### config.mk
export PLATFORM = sky130hd
export DESIGN_NAME = red_pitaya_sort_scheduler
export DESIGN_NICKNAME = d
export VERILOG_FILES = /design/src/rtl/red_pitaya_sort_scheduler.sv
export SDC_FILE = /design/constraint.sdc
export NUM_CORES = 1
export LEC_CHECK = 0
export BUFFER_PORTS_ARGS = -buffer_cell sky130_fd_sc_hd__buf_4
export CAP_MARGIN = 20
export CORE_MARGIN = 2
export CORE_UTILIZATION = 35
export CTS_BUF_LIST = sky130_fd_sc_hd__clkbuf_16
export DETAILED_ROUTE_END_ITERATION = 8
export GPL_TIMING_DRIVEN = 0
export PLACE_DENSITY_LB_ADDON = 0.3
export SLEW_MARGIN = 10
export SYNTH_ARGS = -nofsm -noshare
export SYNTH_HDL_FRONTEND = slang
export SYNTH_SLANG_ARGS = --single-unit
### constraint.sdc
create_clock -name adc_clk_i -period 6.8 [get_ports adc_clk_i]
set_clock_uncertainty 0.05 [all_clocks]
set_input_delay 0.34 -clock adc_clk_i [delete_from_list [all_inputs] [get_ports adc_clk_i]]
set_output_delay 0.34 -clock adc_clk_i [all_outputs]
set_load 0.01 [all_outputs]
### src/rtl/red_pitaya_sort_scheduler.sv
// Droplet-sorter pulse scheduler: timestamps sort requests, queues their actuation
// targets and fires sort_trig_o at the target time with enforced width and guard.
module red_pitaya_sort_scheduler #(
  parameter int QSZ = 3,
  parameter int TW  = 32
) (
  input  logic          adc_clk_i,
  input  logic          adc_rst_i,
  input  logic          enable_i,
  input  logic          flush_i,
  input  logic          sort_req_i,
  input  logic [TW-1:0] delay_cfg_i,
  input  logic [TW-1:0] duration_cfg_i,
  input  logic [TW-1:0] guard_cfg_i,
  output logic          sort_trig_o,
  output logic          busy_o,
  output logic [QSZ:0]  q_count_o,
  output logic [TW-1:0] fired_cnt_o,
  output logic [TW-1:0] drop_cnt_o,
  output logic [TW-1:0] late_cnt_o
);

  localparam int DEPTH = 1 << QSZ;

  typedef enum logic [1:0] {
    S_IDLE,
    S_WAIT,
    S_FIRE,
    S_GUARD
  } state_t;

  function automatic logic [TW-1:0] sat_inc(input logic [TW-1:0] v);
    return (&v) ? v : v + TW'(1);
  endfunction

  function automatic logic [TW-1:0] min_one(input logic [TW-1:0] v);
    return (v == '0) ? TW'(1) : v;
  endfunction

  logic [TW-1:0]  ts_q, ts_d;
  logic [TW-1:0]  mem_q [DEPTH];
  logic [QSZ-1:0] wr_ptr_q, wr_ptr_d;
  logic [QSZ-1:0] rd_ptr_q, rd_ptr_d;
  logic [QSZ:0]   count_q, count_d;
  state_t         state_q, state_d;
  logic           trig_q, trig_d;
  logic [TW-1:0]  fired_q, fired_d;
  logic [TW-1:0]  drop_q, drop_d;
  logic [TW-1:0]  late_q, late_d;
  logic [TW-1:0]  target_q, target_d;
  logic [TW-1:0]  cnt_q, cnt_d;
  logic [TW-1:0]  guard_q, guard_d;

  logic           push_req;
  logic           full;
  logic           push_ok;
  logic           pop;
  logic [TW-1:0]  push_tgt;
  logic [TW-1:0]  diff;

  assign push_req = sort_req_i & enable_i & ~flush_i;
  assign full     = (count_q == (QSZ+1)'(DEPTH));
  assign push_ok  = push_req & ~full;
  assign push_tgt = ts_q + delay_cfg_i;
  // Modular distance: zero means on time, small positive means the target has passed.
  assign diff     = ts_q - target_q;

  always_comb begin
    ts_d     = ts_q + TW'(1);
    state_d  = state_q;
    trig_d   = trig_q;
    fired_d  = fired_q;
    drop_d   = drop_q;
    late_d   = late_q;
    target_d = target_q;
    cnt_d    = cnt_q;
    guard_d  = guard_q;
    wr_ptr_d = wr_ptr_q;
    rd_ptr_d = rd_ptr_q;
    pop      = 1'b0;

    if (push_req && full) begin
      drop_d = sat_inc(drop_q);
    end

    case (state_q)
      S_IDLE: begin
        if (count_q != '0) begin
          pop      = 1'b1;
          target_d = mem_q[rd_ptr_q];
          state_d  = S_WAIT;
        end
      end
      S_WAIT: begin
        if (diff == '0) begin
          state_d = S_FIRE;
          trig_d  = 1'b1;
          cnt_d   = min_one(duration_cfg_i);
          guard_d = guard_cfg_i;
          fired_d = sat_inc(fired_q);
        end else if (!diff[TW-1]) begin
          late_d  = sat_inc(late_q);
          state_d = S_IDLE;
        end
      end
      S_FIRE: begin
        if (cnt_q <= TW'(1)) begin
          trig_d = 1'b0;
          if (guard_q == '0) begin
            state_d = S_IDLE;
          end else begin
            state_d = S_GUARD;
            cnt_d   = guard_q;
          end
        end else begin
          cnt_d = cnt_q - TW'(1);
        end
      end
      S_GUARD: begin
        if (cnt_q <= TW'(1)) begin
          state_d = S_IDLE;
        end else begin
          cnt_d = cnt_q - TW'(1);
        end
      end
      default: begin
        state_d = S_IDLE;
        trig_d  = 1'b0;
      end
    endcase

    if (push_ok) begin
      wr_ptr_d = wr_ptr_q + QSZ'(1);
    end
    if (pop) begin
      rd_ptr_d = rd_ptr_q + QSZ'(1);
    end
    count_d = count_q + (QSZ+1)'(push_ok) - (QSZ+1)'(pop);

    // Flush overrides any pop, fire or late decision made this cycle.
    if (flush_i) begin
      state_d  = S_IDLE;
      trig_d   = 1'b0;
      fired_d  = fired_q;
      late_d   = late_q;
      wr_ptr_d = '0;
      rd_ptr_d = '0;
      count_d  = '0;
    end
  end

  always_ff @(posedge adc_clk_i) begin
    if (adc_rst_i) begin
      ts_q     <= '0;
      state_q  <= S_IDLE;
      trig_q   <= 1'b0;
      fired_q  <= '0;
      drop_q   <= '0;
      late_q   <= '0;
      wr_ptr_q <= '0;
      rd_ptr_q <= '0;
      count_q  <= '0;
    end else begin
      ts_q     <= ts_d;
      state_q  <= state_d;
      trig_q   <= trig_d;
      fired_q  <= fired_d;
      drop_q   <= drop_d;
      late_q   <= late_d;
      wr_ptr_q <= wr_ptr_d;
      rd_ptr_q <= rd_ptr_d;
      count_q  <= count_d;
    end
  end

  // Datapath registers are only consumed in states that load them first.
  always_ff @(posedge adc_clk_i) begin
    target_q <= target_d;
    cnt_q    <= cnt_d;
    guard_q  <= guard_d;
    if (push_ok) begin
      mem_q[wr_ptr_q] <= push_tgt;
    end
  end

  assign sort_trig_o = trig_q;
  assign busy_o      = (state_q != S_IDLE) | (count_q != '0);
  assign q_count_o   = count_q;
  assign fired_cnt_o = fired_q;
  assign drop_cnt_o  = drop_q;
  assign late_cnt_o  = late_q;

endmodule

### After elaboration in Yosys (flattened, before gate mapping)

Memory sizes are Yosys's and may differ from the RTL's. A register that Yosys moved wholly into a read port is not among the register bits.
Cells that the tools add are included.

* bits in registers: 205
* RAM bits: 256
* bits of input ports: 101
* output and inout port bits: 102
* word-level logic and storage cells: 87
* memories kept: 1

* add/sub/neg operators: 11
* $lt $le $gt $ge: 1
* equality and inequality tests: 11
* mux-type cells: 20
* bitwise gates (word level): 11
* reductions and logical operators: 21

Memories
* mem_q: words 8, bits a word 32, read ports 1, clocked after Yosys merged registers in 1, wr ports 1, line 41 `logic [TW-1:0] mem_q [DEPTH];`

Operators with widths (number)
* $mux W32: 5
* $add A32 B1 Y32 const B: 4
* $logic_not A32 Y1: 3
* $pmux W32 S3: 1
* $reduce_and A32 Y1: 3
* $add A32 B32 Y32: 1
* $le A32 B1 Y1 const B: 1
* $sub A32 B1 Y32 const B: 1
* $sub A32 B32 Y32: 1
* $mux W2: 6
* $reduce_and A4 Y1: 3
* $ne A2 B2 Y1 const B: 5
* $pmux W2 S4: 1
* $not A1 Y1: 7
* $add A3 B1 Y3 const B: 2
* $mux W1: 6
* $ne A3 B3 Y1 const B: 2
* $reduce_and A2 Y1: 3
* $reduce_and A5 Y1: 1
* $add A4 B1 Y4: 1
* $eq A2 B2 Y1 const B: 2
* $eq A4 B4 Y1 const B: 1
* $reduce_bool A2 Y1: 2
* $reduce_bool A4 Y1: 1
* other kinds (10): 12

### Longest topological paths before layout

Gate-level depths: netlist of run 1.

* depth in word-level cells: 5
* depth in mapped cells: 17
* gate-level depth less buffers: 15

### Least setup slack after synthesis of run 1

OpenSTA, ideal clock, no wires.

* path kind: register to register
* from: reg ts_q[1]
* to: reg late_q[27] (netlist: late_cnt_o[27])
* setup time: 0.121 ns
* data arrival time: 3.883 ns
* data required time: 6.629 ns
* slack: 2.746 ns
* stages on the path, launching flop included: 16
* path buffers: 2
* period minus slack after synthesis: 4.054 ns
* path through: dfxtp_1 > ha_1 > nor2b_4 > o31a_4 > o2111ai_1 > nand3_1 > mux2_4 > a2111oi_2 > or4b_1 > or4_4 > or2_1 > buf_6 > nand3_4 > buf_6 > nor3_2 > mux2_4

* cells in the longest elaborated chain, start to end: 4
* elaborated cells on any way between the ends: 5
* those cells by class: 1 x add/sub; 2 x bitwise; 2 x reduce/logical

Ends and longest elaborated chain
* start: declaration: line 40 `logic [TW-1:0] ts_q, ts_d;`
* start signal: assignment: line 164 `ts_q <= ts_d;`
* $sub A32 B32 Y32 *: line 66 `assign diff = ts_q - target_q;`
* $logic_not A32 Y1: line 95 `if (diff == '0) begin`
* $not A1 Y1 (no source line)
* $reduce_and A5 Y1 (no source line) *
* end signal: assignment: line 169 `late_q <= late_d;`
* end: declaration: line 49 `logic [TW-1:0] late_q, late_d;`

Mark *: on every way between the ends. The rest lies on a longest branch, timed or not.
A chain may end at the register's enable or synchronous reset.

### Worst setup path in the final report of run 1

* from: reg ts_q[21]
* to: reg guard_q[17] (enable)

* cells in the longest elaborated chain, start to end: 3

Ends and longest elaborated chain
* $sub A32 B32 Y32: line 66
* $logic_not A32 Y1: line 95
* $reduce_and A2 Y1 (no source line)
* end signal: assignment: line 180 `guard_q <= guard_d;`
* end: declaration: line 52 `logic [TW-1:0] guard_q, guard_d;`

Every way passes these cells.

==> impl_metrics.py, run 1 <==
metrics = {
    "worst_setup_path": {
        "reg2reg_slack_ns": 1.58,
        "critPathSlowestCell": "nor3_1",
        "worstSetupPathType": "reg -> reg",
        "cp.required_ns": 7.08,
        "critical-path-max-stage-delay_ns": 0.53,
        "cp_common_cell": "nor3_1",
        "start_kind": "register",
        "path_cells": "ha_1 > clkbuf_1 > a21oi_1 > o21ai_0 > a211oi_1 > nor3_1 > nor4b_1 > a211o_1 > a2111oi_0 > nand4_1 > nor3_1 > nand2_1 > inv_1 > buf_16",
        "worst-path-max-fanout": 20,
        "cp-end-kind": "register",
        "crit_arrival_ns": 5.51,
    },
    "drt": {
        "wl_met2_mm": 31.8,
        "drt_wl_total_mm": 66.1,
        "top_layer": "met4",
        "ant_nets": 0,
        "wire_per_inst_um": 19.9,
        "drtIter0Drc": 1339,
        "met3_length_mm": 3.50,
        "drt_pass1_iterations": 5,
        "m1WireLength_mm": 28.9,
        "num_vias": 17789,
        "routed_via_density": 5.34,
        "drc": 0,
    },
    "pwr": {
        "design_power_total_mw": 8.03,
        "ir_drop_v": 0.000212,
        "p_per_area_nw_per_um2": 273,
        "power_leakage_nw": 10.8,
    },
    "global_routing": {
        "antenna_found_initial": 0,
        "grtUsageTotal_pct": 18.3,
        "grt_pass1_wl_mm": 101,
        "grt-ovfl-total": 0,
        "grt_pass1_vias": 17745,
        "grt_max_degree": 33,
    },
    "floorplanning": {
        "std_cell_rows": 96,
        "dieArea_um2": 70900,
        "initial_utilization_pct": 35.2,
        "core_um2": 68300,
        "io_pins": 203,
        "fp.dieH_um": 266,
        "die_w_um": 266,
    },
    "final_layout": {
        "syn2layout_area_growth_pct": 22.0,
        "post-route-util_pct": 43.0,
        "finish.net_count": 2583,
        "fin_cells": 3331,
        "antennaDiodeCount": 0,
        "drive_gt1_share_pct": 17.9,
    },
    "placement": {
        "place.port_buffers": 201,
        "dp_cells": 3164,
        "hpwl_mm": 47.7,
        "post-place-ws_ns": 1.61,
        "finalWeightedCongestion": 0.889,
    },
    "yosys": {
        "avgSynthCellArea_um2": 11.7,
        "synth-main-ff-cell": "edfxtp_1",
        "synth.net_count": 2243,
        "ys_seq_elements": 493,
        "async_flop_share_pct": 0,
        "ys_types": 79,
        "ys_warn_count": 0,
        "yosysSeqAreaShare_pct": 55.6,
        "netlist_area_um2": 24100,
        "synthCells": 2064,
        "synth_edf_count": 352,
    },
    "timing": {
        "worst_pin_slew_ns": 1.06,
        "layout_setup_ws_ns": 1.58,
        "slew_headroom_pct": 28.8,
        "hold_violations": 0,
        "clock.fmax_ghz": 0.191,
        "setup_viol": 0,
        "rsz0062_at_grt": "no",
        "holdWs_ns": 0.0561,
        "finalCritPeriodShare_pct": 76.8,
        "period_needed_ns": 5.22,
        "drv_slew": 0,
    },
    "worst_hold_path": {
        "hold_class": "in -> reg",
    },
    "clock_network": {
        "cts_tree": "done",
        "clkSlewWorstSetupHoldPaths_ns": 0.07,
        "root_buffer": "clkbuf_16",
        "cts_num_sinks": 493,
        "cts_hold_buf": 63,
        "postCtsResizedCells": 0,
        "cts_buffers": 54,
        "cts_max_path_buffers": 3,
        "h-tree-depth": 2,
        "postCtsSetupBuffers": 0,
        "insertion_delay_ns": 0.63,
    },
    "outcome": {
        "status": "complete, no violations",
    },
    "run": {
        "drv_cap": 0,
    },
}
==> cell usage in the layout, fill, tap and decap left out, types with 9 or more instances in the layout <==
cell           netlist  layout
a21o_1              19      19
nor4_1              34      34
o21a_1              16      16
or4_1               13      13
edfxtp_1           352     352
nand3_1             64      64
and2_1              10      10
xor2_1              76      76
ha_1                76      76
clkinv_1             0      15
buf_4                0     207
nand3b_1            10      10
mux4_2              64      64
a21oi_1             87      87
buf_6                4       9
clkbuf_16            0      55
nand2_1            188     187
dfxtp_1            141     141
nor3_1              38      36
or3_1               23      23
dlygate4sd3_1        0      63
mux2_2              37      37
a211o_1              9       9
inv_1               78      93
clkbuf_1            59      59
xnor2_1             72      72
nand2b_1            12      12
o21ai_0            120     120
and3_1              36      36
nand4_1             41      41
nor2b_1             35      35
nor2_1             201     195
==> final timing paths <==
check / startpoint / end / depth (start not counted)
worst max register to register: ts_q[21] / guard_q[17] / 14
worst max-delay path: ts_q[21] / guard_q[17] / 14
worst min-delay path: duration_cfg_i[0] / cnt_q[0] / 3
worst min register to register: sort_trig_o / sort_trig_o / 2
==> cell usage after synthesis (8+ instances only) <==
master    instances  area, µm²
edfxtp_1        352      10600
nor2_1          201        754
nand2_1         188        706
dfxtp_1         141       2820
o21ai_0         120        601
a21oi_1          87        435
inv_1            78        293
ha_1             76        951
xor2_1           76        666
xnor2_1          72        631
mux4_2           64       1440
nand3_1          64        320
clkbuf_1         59        221
nand4_1          41        257
nor3_1           38        190
mux2_2           37        417
and3_1           36        225
nor2b_1          35        219
nor4_1           34        213
or3_1            23        144
a21o_1           19        143
o21a_1           16        120
or4_1            13       97.6
nand2b_1         12       75.1
and2_1           10       62.6
nand3b_1         10       75.1
a211o_1           9       78.8
a211oi_1          8       60.1
and4_1            8       70.1
o21bai_1          8       60.1
==> kinds of logic after synthesis <==
kind of cell	after synthesis	share of synthesized area [%]
muxes	117	8.47
buffers and inverters	154	2.56
adders and majority gates	78	4.11
AOI/OAI and AO/OA	330	8.50
DFF	493	55.6
and+or+nand+nor	744	15.4
xor gates and xnor gates	148	5.38
==> per-stage QoR <==
step | instance area, µm² | TNS [ns]
2_1_floorplan | 24100 | 0
3_3_place_gp | 26700 | -6.83
3_5_place_dp | 27000 | 0
4_1_cts | 29300 | 0
5_1_grt | 29400 | 0
6_report | 29400 | 0
==> state kept, by name (all words and copies together) (netlist names) <==
name	count
cnt_q	32
drop_cnt_o	32
fired_cnt_o	32
guard_q	32
late_cnt_o	32
mem_q	256
q_count_o	4
rd_ptr_q	3
sort_trig_o	1
state_q	2
target_q	32
ts_q	32
wr_ptr_q	3
==> power breakdown <==
part | leakage, nW | internal (mW) | switching (mW)
Combinational | 5.62 | 0.733 | 1.03
Sequential | 4.32 | 3.42 | 0.0584
Clock | 0.875 | 1.55 | 1.23
==> final cells by class <==
cell class | instances | area (µm²)
Tap cell | 882 | 1100
Inverter | 78 | 293
Fill cell | 6322 | 39000
Sequential cell | 493 | 13400
Buffer | 76 | 324
Multi-Input combinational cell | 1417 | 10100
Timing Repair Buffer | 284 | 2420
Clock inverter | 46 | 322
Clock buffer | 55 | 1380
==> per-layer routing <==
layer / GRT usage, % / up-vias
met3: 2.55 / 109
met2: 30.6 / 537
met4: 6.23 / 0
li1: - / 8340
met5: 0 / -
met1: 24.5 / 8803
==> critical path, delay by kind of cell (launching register included) <==
kind / cells / cell delay, ns
adder cells (fa/ha/maj): 1 / 0.31
buffers and inverters: 3 / 1.12
AND/OR/NAND/NOR: 5 / 1.57
AO/OA/AOI/OAI: 5 / 1.44
flip-flops: 1 / 0.40
No activity file was read; power rests on OpenSTA's default activity.
==> run 2: changes to the inputs <==
--- a/config.mk
+++ b/config.mk
@@ -5,6 +5,7 @@
 export SDC_FILE = /design/constraint.sdc
 export NUM_CORES = 1
 export LEC_CHECK = 0
+export ABC_AREA = 1
 export BUFFER_PORTS_ARGS = -buffer_cell sky130_fd_sc_hd__buf_4
 export CAP_MARGIN = 20
 export CORE_MARGIN = 2
==> constraint.sdc (replaced) <==
create_clock -name adc_clk_i -period 4.7 [get_ports adc_clk_i]
set_clock_uncertainty 0.05 [all_clocks]
set_input_delay 0.235 -clock adc_clk_i [delete_from_list [all_inputs] [get_ports adc_clk_i]]
set_output_delay 0.235 -clock adc_clk_i [all_outputs]
set_load 0.01 [all_outputs]
==> run 2 against run 1 <==
Net effect: clock power rose by 49%; via count rose by 26%; global-route usage rose by 1.4 points; first-iteration DRC count rose by 37%; power rose by 65%; sequential cell count did not move; critical endpoint is now cnt_q[4]; hold slack got worse by 0.014 ns; design area rose by 7.7%; sequential power rose by 53%.
==> impl_metrics.py, run 2 <==
metrics = {
    "final_layout": {
        "antennaDiodeCount": 0,
        "fill_cells": 7368,
        "largest_register_ffs": 256,
        "syn2layout_area_growth_pct": 20.2,
        "regMostFlops": "mem_q",
        "final_cell_mix": "nand2_1, nor2_1, inv_1",
        "fin_cells": 4499,
        "finish.net_count": 3666,
        "drive_gt1_share_pct": 9.94,
        "layout_commonest_cell": "nand2_1",
    },
    "drt": {
        "ant_nets": 0,
        "num_vias": 22495,
        "wire_per_inst_um": 17.5,
        "routed_via_density": 5.00,
        "drtIter0Drc": 1830,
        "drt_wl_total_mm": 78.6,
        "drt_pass1_iterations": 6,
        "drc": 0,
    },
    "yosys": {
        "yosysTopAreaCell": "edfxtp_1",
        "synth.most_common_cell": "nand2_1",
        "avgSynthCellArea_um2": 8.32,
        "ys_top_cells_by_count": "nand2_1, nor2_1, inv_1, edfxtp_1, o21ai_0",
        "netlist_area_um2": 26300,
        "synthCells": 3161,
        "synth.net_count": 3340,
        "synth_edf_count": 352,
        "synth_top_area_share_pct": 40.2,
        "synth-main-ff-cell": "edfxtp_1",
        "ys_types": 48,
        "ys_seq_elements": 493,
        "yosys-top-cells-area": "edfxtp_1, dfxtp_1, nand2_1, nor2_1, inv_1",
        "async_flop_share_pct": 0,
        "ys_warn_count": 0,
        "yosysSeqAreaShare_pct": 50.9,
    },
    "worst_setup_path": {
        "start_kind": "register",
        "worstSetupPathType": "reg -> reg",
        "cp-end-kind": "register",
        "cp_common_cell": "nand2_1",
        "path_cells": "ha_1 > nand2_1 > inv_1 > a21oi_1 > nand2_2 > nand2_1 > nand2_1 > nand2_1 > nand2_1 > nor2_1 > nand2_1 > nor3_1 > nand3_4 > buf_2 > nand2_1 > nand2_1 > inv_1 > buf_16",
        "crit_arrival_ns": 4.25,
        "critical-path-max-stage-delay_ns": 0.47,
        "cp.required_ns": 4.93,
        "worst-path-max-fanout": 22,
        "critPathSlowestCell": "dfxtp_1",
        "crit_buf_inv": 4,
        "reg2reg_slack_ns": 0.67,
        "crit_family": "simple AND/OR/NAND/NOR gates",
    },
    "placement": {
        "hpwl_mm": 59.8,
        "dp_cells": 4341,
        "place.port_buffers": 201,
        "post-place-ws_ns": 0.752,
        "finalWeightedCongestion": 0.940,
    },
    "timing": {
        "finalCritPeriodShare_pct": 85.7,
        "clock.fmax_ghz": 0.248,
        "slew_headroom_pct": 39.9,
        "rsz0062_at_grt": "no",
        "layout_setup_ws_ns": 0.674,
        "period_needed_ns": 4.03,
        "drv_slew": 0,
        "worst_pin_slew_ns": 0.902,
        "setup_viol": 0,
        "hold_violations": 0,
        "tns_ns": 0,
    },
    "pwr": {
        "netSwitchingFraction_pct": 35.0,
        "clkPwrFrac_pct": 31.3,
        "design_power_total_mw": 13.2,
        "p_per_area_nw_per_um2": 418,
        "power_switching_mw": 4.64,
        "power_frac_seq_pct": 40.3,
        "ir_drop_v": 0.000320,
        "power_leakage_nw": 12.6,
        "comb_power_share_pct": 28.4,
        "p_int_mw": 8.60,
    },
    "clock_network": {
        "clkSlewWorstSetupHoldPaths_ns": 0.06,
        "cts_tree": "done",
        "postCtsResizedCells": 0,
        "cts_max_path_buffers": 3,
        "root_buffer": "clkbuf_16",
        "insertion_delay_ns": 0.65,
        "h-tree-depth": 2,
        "cts_buffers": 54,
        "cts_num_sinks": 493,
    },
    "run": {
        "drv_cap": 0,
    },
    "floorplanning": {
        "die_w_um": 278,
        "dieArea_um2": 77400,
        "initial_utilization_pct": 35.3,
        "io_pins": 203,
        "fp.dieH_um": 278,
        "core_um2": 74400,
        "std_cell_rows": 100,
    },
    "global_routing": {
        "antenna_found_initial": 0,
        "grt-ovfl-total": 0,
        "grt_pass1_vias": 21284,
        "grt_pass1_wl_mm": 120,
        "grt_max_degree": 36,
        "grtUsageTotal_pct": 19.8,
    },
    "outcome": {
        "status": "complete, no violations",
    },
    "worst_hold_path": {
        "hold_class": "in -> reg",
    },
}
==> run 2: cell types whose count changed after synthesis, moves of 37 or more <==
cell,before,now
nand2_1,188,620
inv_1,78,412
mux4_2,64,0
nor3_1,38,81
nand3_1,64,127
xnor2_1,72,28
o21ai_0,120,184
a21oi_1,87,148
nor2_1,201,493
mux2_2,37,0
==> run 2: logic make-up (layout without fill, tap and decap cells) <==
| logic type | count (synthesis) | count (layout) | synth area share, % |
|---|---|---|---|
| DFF | 493 | 493 | 50.9 |
| adders and majority gates | 78 | 78 | 3.77 |
| and+or+nand+nor | 1469 | 1469 | 23.6 |
| AOI/OAI and AO/OA | 494 | 494 | 10.7 |
| buffers and inverters | 527 | 896 | 7.73 |
| xor gates and xnor gates | 100 | 100 | 3.33 |
==> run 2: path summary, 6_finish.rpt <==
check	startpoint	to	cells after the start
setup / recovery	ts_q[5]	cnt_q[4]	18
hold / removal	duration_cfg_i[26]	cnt_q[26]	3
setup reg to reg	ts_q[5]	cnt_q[4]	18
hold reg to reg	sort_trig_o	sort_trig_o	2
==> run 2: cell type report <==
class,count,area (µm²),share of cell area [%]
multi-input cells,2141,10900,34.6
repair buffers,270,2310,7.32
well taps,969,1210,3.83
plain buffers,90,393,1.24
clock buffers,54,1350,4.27
clock inverters,45,383,1.21
inverters,437,1640,5.19
flip-flops and latches,493,13400,42.3
==> run 2: tightest hold or removal path, delay by kind of cell <==
family / cells / cell delay [ns]
buf+inv: 2 / 0.13
compound gates: 1 / 0.18
==> run 2: power groups by stage <==
stage	clock network, mW	registers, mW	logic (mW)
after floorplan	0	5.37	2.40
after global placement	0	5.44	3.63
after detailed placement	0	5.42	3.70
after CTS	4.21	5.34	3.76
after global routing	4.40	5.37	4.18
final	4.14	5.33	3.77
==> run 2: timing repair <==
action / CTS / global route
hold buffers: 59 / 0
endpoints found under the hold margin: 61 / 0
setup buffers: 0 / 0
==> run 2: through the flow <==
| stage | area, µm² | hold WS [ns] | util [%] |
|---|---|---|---|
| floorplan | 26300 | 0.284 | - |
| CTS | 31600 | 0.0106 | 42.5 |
| global placement | 29000 | 0.365 | 39.0 |
| global route | 31600 | 0.0435 | 42.5 |
| detailed placement | 29300 | 0.364 | 39.4 |
| finish | 31600 | 0.0423 | 42.5 |
==> run 2: metal layers <==
metal  track usage, %  vias up  part of all wire [%]
met1             26.3    10479                    45
met2             33.7      638                    47
li1                 -    11242                     -
met4             5.95        0                   3.0
met5                0        -                     0
met3             2.45      136                   5.1
